<file path="src/rtl/comp_pkg.sv">
// Shared types for the sequential magnitude comparator: FSM state encoding
// and the one-hot gt/eq/lt result record.
package comp_pkg;

    typedef enum logic [1:0] {
        CMP_IDLE = 2'd0,
        CMP_SCAN = 2'd1,
        CMP_DONE = 2'd2
    } cmp_state_t;

    typedef struct packed {
        logic gt;
        logic eq;
        logic lt;
    } cmp_res_t;

    localparam cmp_res_t CMP_RES_NONE = '0;

    // Build a one-hot result from the digit comparator's greater/equal flags.
    function automatic cmp_res_t make_res(input logic g, input logic e);
        cmp_res_t r;
        r.gt = g;
        r.eq = e & ~g;
        r.lt = ~g & ~e;
        return r;
    endfunction

endpackage

</file>
<file path="src/rtl/comp_digit.sv">
// Combinational DIGIT-bit unsigned comparator. Walks the digit MSB-first with
// an equality chain: a bit position decides "greater" only if every bit above
// it matched. lt is implied by ~g & ~e and left to the caller.
module comp_digit #(
    parameter int DIGIT = 2
) (
    input  logic [DIGIT-1:0] a_d,
    input  logic [DIGIT-1:0] b_d,
    output logic             g,
    output logic             e
);

    // eq_chain[i] is high when bits [DIGIT-1:i] of both operands match.
    logic [DIGIT:0]   eq_chain;
    logic [DIGIT-1:0] gt_bit;

    assign eq_chain[DIGIT] = 1'b1;

    // Per-bit stage: propagate equality down, flag the first A=1/B=0 bit.
    generate
        for (genvar gi = DIGIT - 1; gi >= 0; gi--) begin : g_bit
            assign eq_chain[gi] = eq_chain[gi+1] & ~(a_d[gi] ^ b_d[gi]);
            assign gt_bit[gi]   = eq_chain[gi+1] & a_d[gi] & ~b_d[gi];
        end
    endgenerate

    assign g = |gt_bit;
    assign e = eq_chain[0];

endmodule

</file>
<file path="src/rtl/seq_mag_comp.sv">
// Sequential WIDTH-bit magnitude comparator. Scans DIGIT bits per clock from
// the most significant digit down and stops at the first unequal digit.
// Valid/ready on both the operand and result sides; all outputs registered.
// Optional build macro: CMP_SIGNED_EN -- treat a/b as two's complement by
// flipping the sign bit of both operands in the top digit only.
module seq_mag_comp
    import comp_pkg::*;
#(
    parameter  int WIDTH = 10,
    parameter  int DIGIT = 2,
    localparam int NDIG  = WIDTH / DIGIT,
    localparam int CW    = $clog2(NDIG + 1)
) (
    input  logic             clk,
    input  logic             rst_n,
    input  logic             in_valid,
    output logic             in_ready,
    input  logic [WIDTH-1:0] a,
    input  logic [WIDTH-1:0] b,
    output logic             out_valid,
    input  logic             out_ready,
    output logic             gt,
    output logic             eq,
    output logic             lt,
    output logic [CW-1:0]    out_cycles
);

    // Digit index width; a single-digit build still needs a 1-bit index.
    localparam int             IW      = (NDIG > 1) ? $clog2(NDIG) : 1;
    localparam logic [IW-1:0]  IDX_TOP = IW'(NDIG - 1);

    cmp_state_t       state_reg;
    logic [WIDTH-1:0] a_reg;
    logic [WIDTH-1:0] b_reg;
    logic [IW-1:0]    idx_reg;
    logic [CW-1:0]    cnt_reg;
    cmp_res_t         res_reg;
    logic             in_ready_reg;
    logic             out_valid_reg;

    // Latched operands split into digits; digit NDIG-1 is the most significant.
    logic [DIGIT-1:0] a_dig [NDIG];
    logic [DIGIT-1:0] b_dig [NDIG];

    generate
        for (genvar gi = 0; gi < NDIG; gi++) begin : g_digit
`ifdef CMP_SIGNED_EN
            if (gi == NDIG - 1) begin : g_sign
                // Flipping the sign bit on both sides maps two's complement
                // order onto unsigned order; lower digits need no change.
                localparam logic [DIGIT-1:0] SIGN_MASK = DIGIT'(1) << (DIGIT - 1);
                assign a_dig[gi] = a_reg[gi*DIGIT +: DIGIT] ^ SIGN_MASK;
                assign b_dig[gi] = b_reg[gi*DIGIT +: DIGIT] ^ SIGN_MASK;
            end else begin : g_plain
                assign a_dig[gi] = a_reg[gi*DIGIT +: DIGIT];
                assign b_dig[gi] = b_reg[gi*DIGIT +: DIGIT];
            end
`else
            assign a_dig[gi] = a_reg[gi*DIGIT +: DIGIT];
            assign b_dig[gi] = b_reg[gi*DIGIT +: DIGIT];
`endif
        end
    endgenerate

    logic [DIGIT-1:0] a_sel;
    logic [DIGIT-1:0] b_sel;
    logic             dig_g;
    logic             dig_e;

    assign a_sel = a_dig[idx_reg];
    assign b_sel = b_dig[idx_reg];

    // One shared digit comparator, steered by the scan index.
    comp_digit #(
        .DIGIT (DIGIT)
    ) u_digit (
        .a_d (a_sel),
        .b_d (b_sel),
        .g   (dig_g),
        .e   (dig_e)
    );

    // Control FSM: accept operands, scan digits MSB-first, hold result until taken.
    always_ff @(posedge clk or negedge rst_n) begin
        if (!rst_n) begin
            state_reg     <= CMP_IDLE;
            a_reg         <= '0;
            b_reg         <= '0;
            idx_reg       <= '0;
            cnt_reg       <= '0;
            res_reg       <= CMP_RES_NONE;
            in_ready_reg  <= 1'b1;
            out_valid_reg <= 1'b0;
        end else begin
            case (state_reg)
                CMP_IDLE: begin
                    if (in_valid) begin
                        a_reg        <= a;
                        b_reg        <= b;
                        idx_reg      <= IDX_TOP;
                        cnt_reg      <= '0;
                        res_reg      <= CMP_RES_NONE;
                        in_ready_reg <= 1'b0;
                        state_reg    <= CMP_SCAN;
                    end
                end
                CMP_SCAN: begin
                    cnt_reg <= cnt_reg + CW'(1);
                    if (!dig_e || idx_reg == '0) begin
                        // Either this digit decides, or all digits matched.
                        res_reg       <= make_res(dig_g, dig_e);
                        out_valid_reg <= 1'b1;
                        state_reg     <= CMP_DONE;
                    end else begin
                        idx_reg <= idx_reg - IW'(1);
                    end
                end
                CMP_DONE: begin
                    // Return to IDLE on the handshake; the next accept can
                    // happen no earlier than the following edge.
                    if (out_ready) begin
                        out_valid_reg <= 1'b0;
                        in_ready_reg  <= 1'b1;
                        state_reg     <= CMP_IDLE;
                    end
                end
                default: begin
                    out_valid_reg <= 1'b0;
                    in_ready_reg  <= 1'b1;
                    state_reg     <= CMP_IDLE;
                end
            endcase
        end
    end

    assign in_ready   = in_ready_reg;
    assign out_valid  = out_valid_reg;
    assign gt         = res_reg.gt;
    assign eq         = res_reg.eq;
    assign lt         = res_reg.lt;
    assign out_cycles = cnt_reg;

endmodule

</file>
<file path="config.mk">
export PLATFORM = sky130hd
export DESIGN_NAME = seq_mag_comp
export DESIGN_NICKNAME = d
export VERILOG_FILES = /design/src/rtl/comp_pkg.sv /design/src/rtl/comp_digit.sv /design/src/rtl/seq_mag_comp.sv
export SDC_FILE = /design/constraint.sdc
export NUM_CORES = 1
export LEC_CHECK = 0
export ABC_AREA = 0
export CORE_ASPECT_RATIO = 0.75
export CORE_MARGIN = 4
export CORE_UTILIZATION = 46
export DETAILED_ROUTE_END_ITERATION = 12
export PLACE_DENSITY_LB_ADDON = 0.05
export REMOVE_ABC_BUFFERS = 1
export SYNTH_ARGS = -nofsm -noshare
export SYNTH_HDL_FRONTEND = slang
export SYNTH_SLANG_ARGS = --single-unit
</file>
<file path="constraint.sdc">
create_clock -name clk -period 2 [get_ports clk]
set_input_delay 0.3 -clock clk [delete_from_list [all_inputs] [get_ports clk]]
set_output_delay 0.3 -clock clk [all_outputs]
set_load 0.05 [all_outputs]
</file>
==> results of run 1 <==
power groups by stage:
stage                     sequential, mW  combinational (mW)  clock, mW
after CTS                           1.21                1.82      0.520
after global placement              1.19                1.73          0
after detailed placement            1.21                1.78          0
final                               1.21                2.02      0.508
after floorplan                     1.35                1.06          0
after global routing                1.25                2.18      0.543
layout make-up:
type                            count  area [µm²]  share of cell area (%)
Multi-Input combinational cell     86         800                    36.6
Timing Repair Buffer               39         388                    17.7
Clock buffer                        8        90.1                    4.12
Sequential cell                    33         828                    37.9
Tap cell                           40        50.0                    2.29
Inverter                            8        30.0                    1.37
routing by layer:
| layer | GRT usage, % | wire length, µm | vias up |
|---|---|---|---|
| met2 | 24.2 | 1590 | 29 |
| li1 | - | - | 550 |
| met3 | 4.52 | 145 | 2 |
| met4 | 5.08 | 19 | 0 |
| met1 | 19.0 | 1510 | 564 |
| met5 | 0 | 0 | - |
worst paths after layout:
check,depth (start not counted),slack [ns],start,to
min reg2reg,1,0.51,a_reg[4],a_reg[4]
min in group clk,1,0.51,a_reg[4],a_reg[4]
max,7,-0.14,idx_reg[0],lt
max reg2reg,7,-0.14,idx_reg[0],lt
max in group asynchronous,2,1.24,rst_n,in_ready
min,2,0.42,rst_n,a_reg[5]
placed cells by master (no fill, tap or decap), types with 2 or more instances in the layout:
| master | instances |
|---|---|
| sky130_fd_sc_hd__dfrtp_1 | 31 |
| sky130_fd_sc_hd__clkdlybuf4s50_1 | 30 |
| sky130_fd_sc_hd__mux2_2 | 20 |
| sky130_fd_sc_hd__inv_1 | 8 |
| sky130_fd_sc_hd__nor2_1 | 7 |
| sky130_fd_sc_hd__mux2i_1 | 6 |
| sky130_fd_sc_hd__nand2_1 | 6 |
| sky130_fd_sc_hd__clkbuf_8 | 6 |
| sky130_fd_sc_hd__buf_4 | 6 |
| sky130_fd_sc_hd__o21ai_0 | 5 |
| sky130_fd_sc_hd__ha_1 | 4 |
| sky130_fd_sc_hd__nor3_1 | 3 |
| sky130_fd_sc_hd__o21ai_1 | 3 |
| sky130_fd_sc_hd__mux4_2 | 2 |
| sky130_fd_sc_hd__nand3_1 | 2 |
| sky130_fd_sc_hd__nand3b_1 | 2 |
| sky130_fd_sc_hd__a22o_1 | 2 |
| sky130_fd_sc_hd__a21oi_1 | 2 |
| sky130_fd_sc_hd__or3_1 | 2 |
| sky130_fd_sc_hd__clkbuf_1 | 2 |
| sky130_fd_sc_hd__buf_6 | 2 |
cells in the mapped netlist:
cell                        n  area [µm²]
sky130_fd_sc_hd__or2b_2     1        8.76
sky130_fd_sc_hd__a31oi_1    1        6.26
sky130_fd_sc_hd__mux2_2    20         225
sky130_fd_sc_hd__a21boi_0   1        7.51
sky130_fd_sc_hd__nor2_1     7        26.3
sky130_fd_sc_hd__mux2_4     1        15.0
sky130_fd_sc_hd__dfstp_2    1        26.3
sky130_fd_sc_hd__mux4_1     2        52.6
sky130_fd_sc_hd__and2b_2    1        8.76
sky130_fd_sc_hd__clkbuf_8   1        13.8
sky130_fd_sc_hd__nor3b_2    1        12.5
sky130_fd_sc_hd__buf_6      2        22.5
sky130_fd_sc_hd__or2_2      1        6.26
sky130_fd_sc_hd__nand3b_1   2        15.0
sky130_fd_sc_hd__nor2b_1    1        6.26
sky130_fd_sc_hd__buf_2      1        5.00
sky130_fd_sc_hd__a311o_4    1        20.0
sky130_fd_sc_hd__a21oi_1    2        10.0
sky130_fd_sc_hd__nand2_1    6        22.5
sky130_fd_sc_hd__o21ai_0    9        45.0
sky130_fd_sc_hd__xnor2_4    1        27.5
sky130_fd_sc_hd__inv_1      8        30.0
sky130_fd_sc_hd__nor2_2     1        6.26
sky130_fd_sc_hd__o21ba_2    1        10.0
sky130_fd_sc_hd__o32ai_1    1        8.76
sky130_fd_sc_hd__o22a_1     1        8.76
sky130_fd_sc_hd__ha_1       4        50.1
sky130_fd_sc_hd__mux2i_1    6        60.1
sky130_fd_sc_hd__nor3_1     4        20.0
sky130_fd_sc_hd__a22o_1     2        17.5
sky130_fd_sc_hd__o31ai_1    1        7.51
sky130_fd_sc_hd__nand3_1    3        15.0
sky130_fd_sc_hd__a21oi_4    1        16.3
sky130_fd_sc_hd__clkbuf_1   1        3.75
sky130_fd_sc_hd__o221ai_1   1        8.76
sky130_fd_sc_hd__dfrtp_1   32         801
sky130_fd_sc_hd__or3_1      2        12.5
stage by stage:
step,utilization [%],cells
after floorplan,-,127
after global placement,60.5,206
final,64.7,214
after CTS,63.3,214
after detailed placement,60.5,206
after global routing,64.7,214
critical path: cells and delay by family (launching register included):
family                   cells  cell delay (ns)
buffers and inverters        1             0.15
AND/OR/NAND/NOR              1             0.14
multiplexers                 1             0.51
AO/OA/AOI/OAI                3             0.54
adder cells (fa/ha/maj)      1             0.30
flip-flops                   1             0.41
kinds of logic after synthesis:
family,after synthesis,synth area share [%]
flops,33,49.8
buf+inv,13,4.52
mux,29,21.3
simple gates,30,9.65
compound gates,22,10.0
xor+xnor,1,1.66
fa+ha+maj,4,3.02
what timing repair did:
item | 4_1_cts | 5_1_grt
endpoints found under the setup margin | 9 | 9
setup buffers | 0 | 0
endpoints found under the hold margin | 0 | 0
pin swaps | 1 | 3
gates resized for setup | 9 | 10
==> metrics.yaml, run 1 <==
clocking:
  cts_max_path_buffers: 2
  clock_latency_ns: 0.28
  clkTransAtPathRegs_ns: 0.07
  clock_sinks: 33
  cts.root.buffer_cell: "sky130_fd_sc_hd__clkbuf_8"
  clock_tree_from_tritoncts: "yes"
  cts_buffers: 5
  cts.htree.levels: 2
  cts.hold.buffers_added: 0
timing:
  final.setup_skew_ns: 0.00391
  timing.final.max_slew_violations: 0
  period_share_pct: 107
  final.setup.worst_slack_ns: -0.142
  fin_setup_tns_ns: -0.489
  timing.fmax_ghz: 0.467
  hold_slack_final_ns: 0.421
  setup_repair_after_global_routing_missed_its_margin: "yes"
  slew-limit-headroom_pct: 66.9
  final.min_clock_period_ns: 2.14
  finalHoldViolations: 0
  finalSetupViolCount: 7
  tightestPinTransition_ns: 0.494
route:
  vias: 1145
  avgRoutedWirePerCell_um: 15.3
  detail-route-antenna-nets: 0
  totalWireLength_um: 3270
  drcViolationCount: 0
  drt_first_pass_iters: 4
  drt_iter0_markers: 35
  vias_per_cell: 5.35
power_and_ir_drop:
  pwr-share-seq_pct: 32.3
  vdd_drop_max_mv: 0.876
  p_sw_mw: 1.44
  powerDensity_mw_per_mm2: 1710
  power.leakage_nw: 0.909
  clock_power_share_pct: 13.6
  share_comb_of_total_power_pct: 54.1
  total_power_mw: 3.73
  netSwitchingFraction_pct: 38.6
  cellInternalPower_mw: 2.29
setup_path:
  kind_of_critical_path: "flip-flop to flip-flop"
  cp_data_required_time_ns: 2.18
  max_stage_delay_ns: 0.51
  path_cells: "mux4_2 > nor2b_1 > a31oi_1 > ha_1 > buf_6 > a21boi_4 > o32ai_2"
  arr_time_crit_path_ns: 2.33
  timing.critical_path.slowest_stage_cell: "sky130_fd_sc_hd__mux4_2"
  worst_setup_path_end_kind: "flip-flop"
  crit_path_launch_type: "flip-flop"
  crit_fanout: 4
placed_design:
  detailedPlace.worstSlack_ns: -0.173
  place.port_buffers: 31
  dpl-instance-area_mm2: 0.00204
  hpwl_um: 2310
  gpl.final_weighted_congestion: 0.820
cells_and_area:
  drive_gt1_share_pct: 31.6
  diodes: 0
  area_delta_synth_final_pct: 31.7
  final_instance_area_mm2: 0.00219
  fillerInstances: 268
  nets: 201
grt:
  grt_pass1_wl_um: 5230
  grt_remaining_overflow: 0
  grt_start_max_net_pins: 34
  grt_pass1_vias: 1132
  grt_antenna_before_repair: 0
  grt.total_usage_pct: 14.8
floorplanning:
  design.die.area_mm2: 0.00464
  rows: 18
  ports_placed_on_the_boundary: 32
  chipWidth_um: 77.3
  core-area_mm2: 0.00338
  initial_core_util_pct: 49.1
  dieHeight_um: 60.0
logic_synthesis:
  flip_flop_and_latch_count_after_synthesis: 33
  netlist_area_pre_place_mm2: 0.00166
  synth-seq-area-share_pct: 49.8
  number_of_warning_messages_in_the_yosys_log: 0
  avgSynthCellArea_um2: 12.6
  distinct_cells_synth: 37
  netlist_instances: 132
status:
  violations: "setup timing"
  run_status: "finished with violations"
job:
  maxCapViolCount: 0
min_path:
  hold_path_class: "primary input to asynchronous set/reset pin"
No activity file was read; power rests on OpenSTA's default activity.
==> inputs of run 2 (changes only) <==
--- a/config.mk
+++ b/config.mk
@@ -8,7 +8,7 @@
 export ABC_AREA = 0
 export CORE_ASPECT_RATIO = 0.75
 export CORE_MARGIN = 4
-export CORE_UTILIZATION = 46
+export CORE_UTILIZATION = 30
 export DETAILED_ROUTE_END_ITERATION = 12
 export PLACE_DENSITY_LB_ADDON = 0.05
 export REMOVE_ABC_BUFFERS = 1
==> run 2 against run 1 <==
Worst hold slack worse by 0.0057 ns. Clock skew is 0.0019 ns higher. Highest routed layer unchanged. Register-to-register slack hardly changed. Wire length is 5.1% higher. Combinational power is 3% higher. Design area is 4.2% higher. The run still ends with setup timing left. Largest cell class unchanged. Global-route usage is 3.5 points lower.
==> metrics.yaml, run 2 (synthesis results as in run 1) <==
route:
  route.met2.wl_um: 1620  # +1.7%
  drt_first_pass_iters: 3  # -1
  totalWireLength_um: 3440  # +5.1%
  drt_iter0_markers: 18  # -49%
  detail-route-antenna-nets: 0  # unchanged
  avgRoutedWirePerCell_um: 13.6  # -11%
  drt-met1-wl_um: 1640  # +8.6%
  vias_per_cell: 4.53  # -15%
  highest_signal_layer: "met4"
  drcViolationCount: 0  # unchanged
  vias: 1147  # +0.17%
  met3WireLength_um: 130  # -10%
placed_design:
  gpl.final_weighted_congestion: 0.787  # -4.0%
  placed_cells: 243  # +18%
  hpwl_um: 2510  # +8.6%
  place.port_buffers: 31  # unchanged
  detailedPlace.worstSlack_ns: -0.195  # -0.0218 ns
grt:
  grt_antenna_before_repair: 0  # unchanged
  grt.total_usage_pct: 11.3  # -3.5 points
  grt_remaining_overflow: 0  # unchanged
  grt_start_max_net_pins: 34  # unchanged
  grt_pass1_wl_um: 5890  # +13%
  grt_pass1_vias: 1253  # +11%
clocking:
  cts.root.buffer_cell: "sky130_fd_sc_hd__clkbuf_8"
  cts.hold.buffers_added: 0  # unchanged
  cts_buffers: 5  # unchanged
  cts.htree.levels: 2  # unchanged
  clock_latency_ns: 0.28  # about the same
  cts_max_path_buffers: 2  # unchanged
  clock_tree_from_tritoncts: "yes"
  clkTransAtPathRegs_ns: 0.07  # about the same
  clock_sinks: 33  # unchanged
timing:
  final.setup.worst_slack_ns: -0.136  # +0.00588 ns
  timing.final.max_slew_violations: 0  # unchanged
  finalSetupViolCount: 9  # +2
  period_share_pct: 107  # -0.29 points
  slew-limit-headroom_pct: 66.2  # -0.74 points
  timing.fmax_ghz: 0.468  # +0.28%
  finalHoldViolations: 0  # unchanged
  final.setup_skew_ns: 0.00586  # +0.00195 ns
  tightestPinTransition_ns: 0.507  # +0.0126 ns
  setup_repair_after_global_routing_missed_its_margin: "yes"
  final.min_clock_period_ns: 2.14  # -0.00588 ns
floorplanning:
  ports_placed_on_the_boundary: 32  # unchanged
  chipWidth_um: 93.9  # +21%
  rows: 23  # +5
  dieHeight_um: 72.4  # +21%
  core-area_mm2: 0.00535  # +58%
  initial_core_util_pct: 31.0  # -18 points
  design.die.area_mm2: 0.00680  # +46%
cells_and_area:
  nets: 205  # +2.0%
  finalNonFillerCells: 253  # +18%
  layout_common_cells: "31 x sky130_fd_sc_hd__dfrtp_1, 30 x sky130_fd_sc_hd__clkdlybuf4s50_1, 20 x sky130_fd_sc_hd__mux2_2"
  final_common_cell: "sky130_fd_sc_hd__dfrtp_1"
  drive_gt1_share_pct: 34.3  # +2.7 points
  fillerInstances: 518  # +93%
  area_delta_synth_final_pct: 37.3
  diodes: 0  # unchanged
setup_path:
  kind_of_critical_path: "flip-flop to flip-flop"
  arr_time_crit_path_ns: 2.33  # about the same
  crit_fanout: 4  # unchanged
  crit_path_launch_type: "flip-flop"
  cp_data_required_time_ns: 2.19  # about the same
  worst_setup_path_end_kind: "flip-flop"
power_and_ir_drop:
  powerDensity_mw_per_mm2: 1660  # -2.9%
  vdd_drop_max_mv: 0.594  # -32%
  power.leakage_nw: 0.931  # +2.4%
status:
  run_status: "finished with violations"
  violations: "setup timing"
min_path:
  hold_path_class: "primary input to asynchronous set/reset pin"
job:
  maxCapViolCount: 0  # unchanged
## run 2: where the power goes
group          leakage [nW]  switching, mW  internal (mW)
registers             0.397          0.229          0.980
clock network        0.0422          0.230          0.244
logic                 0.491           1.01           1.08
total                 0.931           1.47           2.30
## run 2: area by class of cell
class | instances | area, µm² | area share (%)
multi-input cells | 86 | 815 | 35.8
clock buffers | 7 | 76.3 | 3.35
inverters | 8 | 30.0 | 1.32
repair buffers | 43 | 429 | 18.8
clock inverters | 1 | 5.00 | 0.220
flip-flops and latches | 33 | 828 | 36.4
well taps | 75 | 93.8 | 4.12
## run 2: what timing repair did
item,in CTS,in global routing
hold endpoints to repair,0,0
gates resized for setup,6,18
setup buffers,2,0
pin swaps,3,9
setup endpoints to repair,9,9
## run 2: path summary, 6_finish.rpt
kind / slack [ns] / from / end / cells after the start
hold / removal: 0.41 / rst_n / out_cycles[2] / 2
max in group asynchronous: 1.26 / rst_n / in_ready / 2
hold reg to reg: 0.49 / out_valid / out_valid / 2
setup / recovery: -0.14 / idx_reg[0] / lt / 7
min in group clk: 0.49 / out_valid / out_valid / 2
setup reg to reg: -0.14 / idx_reg[0] / lt / 7
## run 2: worst max-delay path, cell delays in order (launching register included)
cell,delay [ns]
sky130_fd_sc_hd__dfrtp_2,0.40
sky130_fd_sc_hd__mux4_2,0.50
sky130_fd_sc_hd__nor2b_4,0.14
sky130_fd_sc_hd__a31oi_2,0.16
sky130_fd_sc_hd__ha_1,0.30
sky130_fd_sc_hd__buf_6,0.14
sky130_fd_sc_hd__a21boi_1,0.14
sky130_fd_sc_hd__o32ai_2,0.26
## run 2: metrics by stage
| stage | hold slack (ns) | total power [mW] | TNS (ns) | util, % | area [µm²] |
|---|---|---|---|---|---|
| after floorplan | 0.00441 | 2.40 | -1.11 | - | 1610 |
| after global placement | 0.481 | 3.00 | -0.542 | 39.3 | 2100 |
| after detailed placement | 0.482 | 3.05 | -1.08 | 39.3 | 2100 |
| after CTS | 0.425 | 3.62 | -0.640 | 41.3 | 2210 |
| after global routing | 0.466 | 4.06 | -1.52 | 42.5 | 2280 |
| final | 0.415 | 3.77 | -0.531 | 42.5 | 2280 |
## run 2: layer usage
layer / GRT usage, % / vias up
met1: 14.4 / 559
met2: 18.3 / 21
met5: 0 / -
met4: 4.33 / 0
li1: - / 562
met3: 3.32 / 5
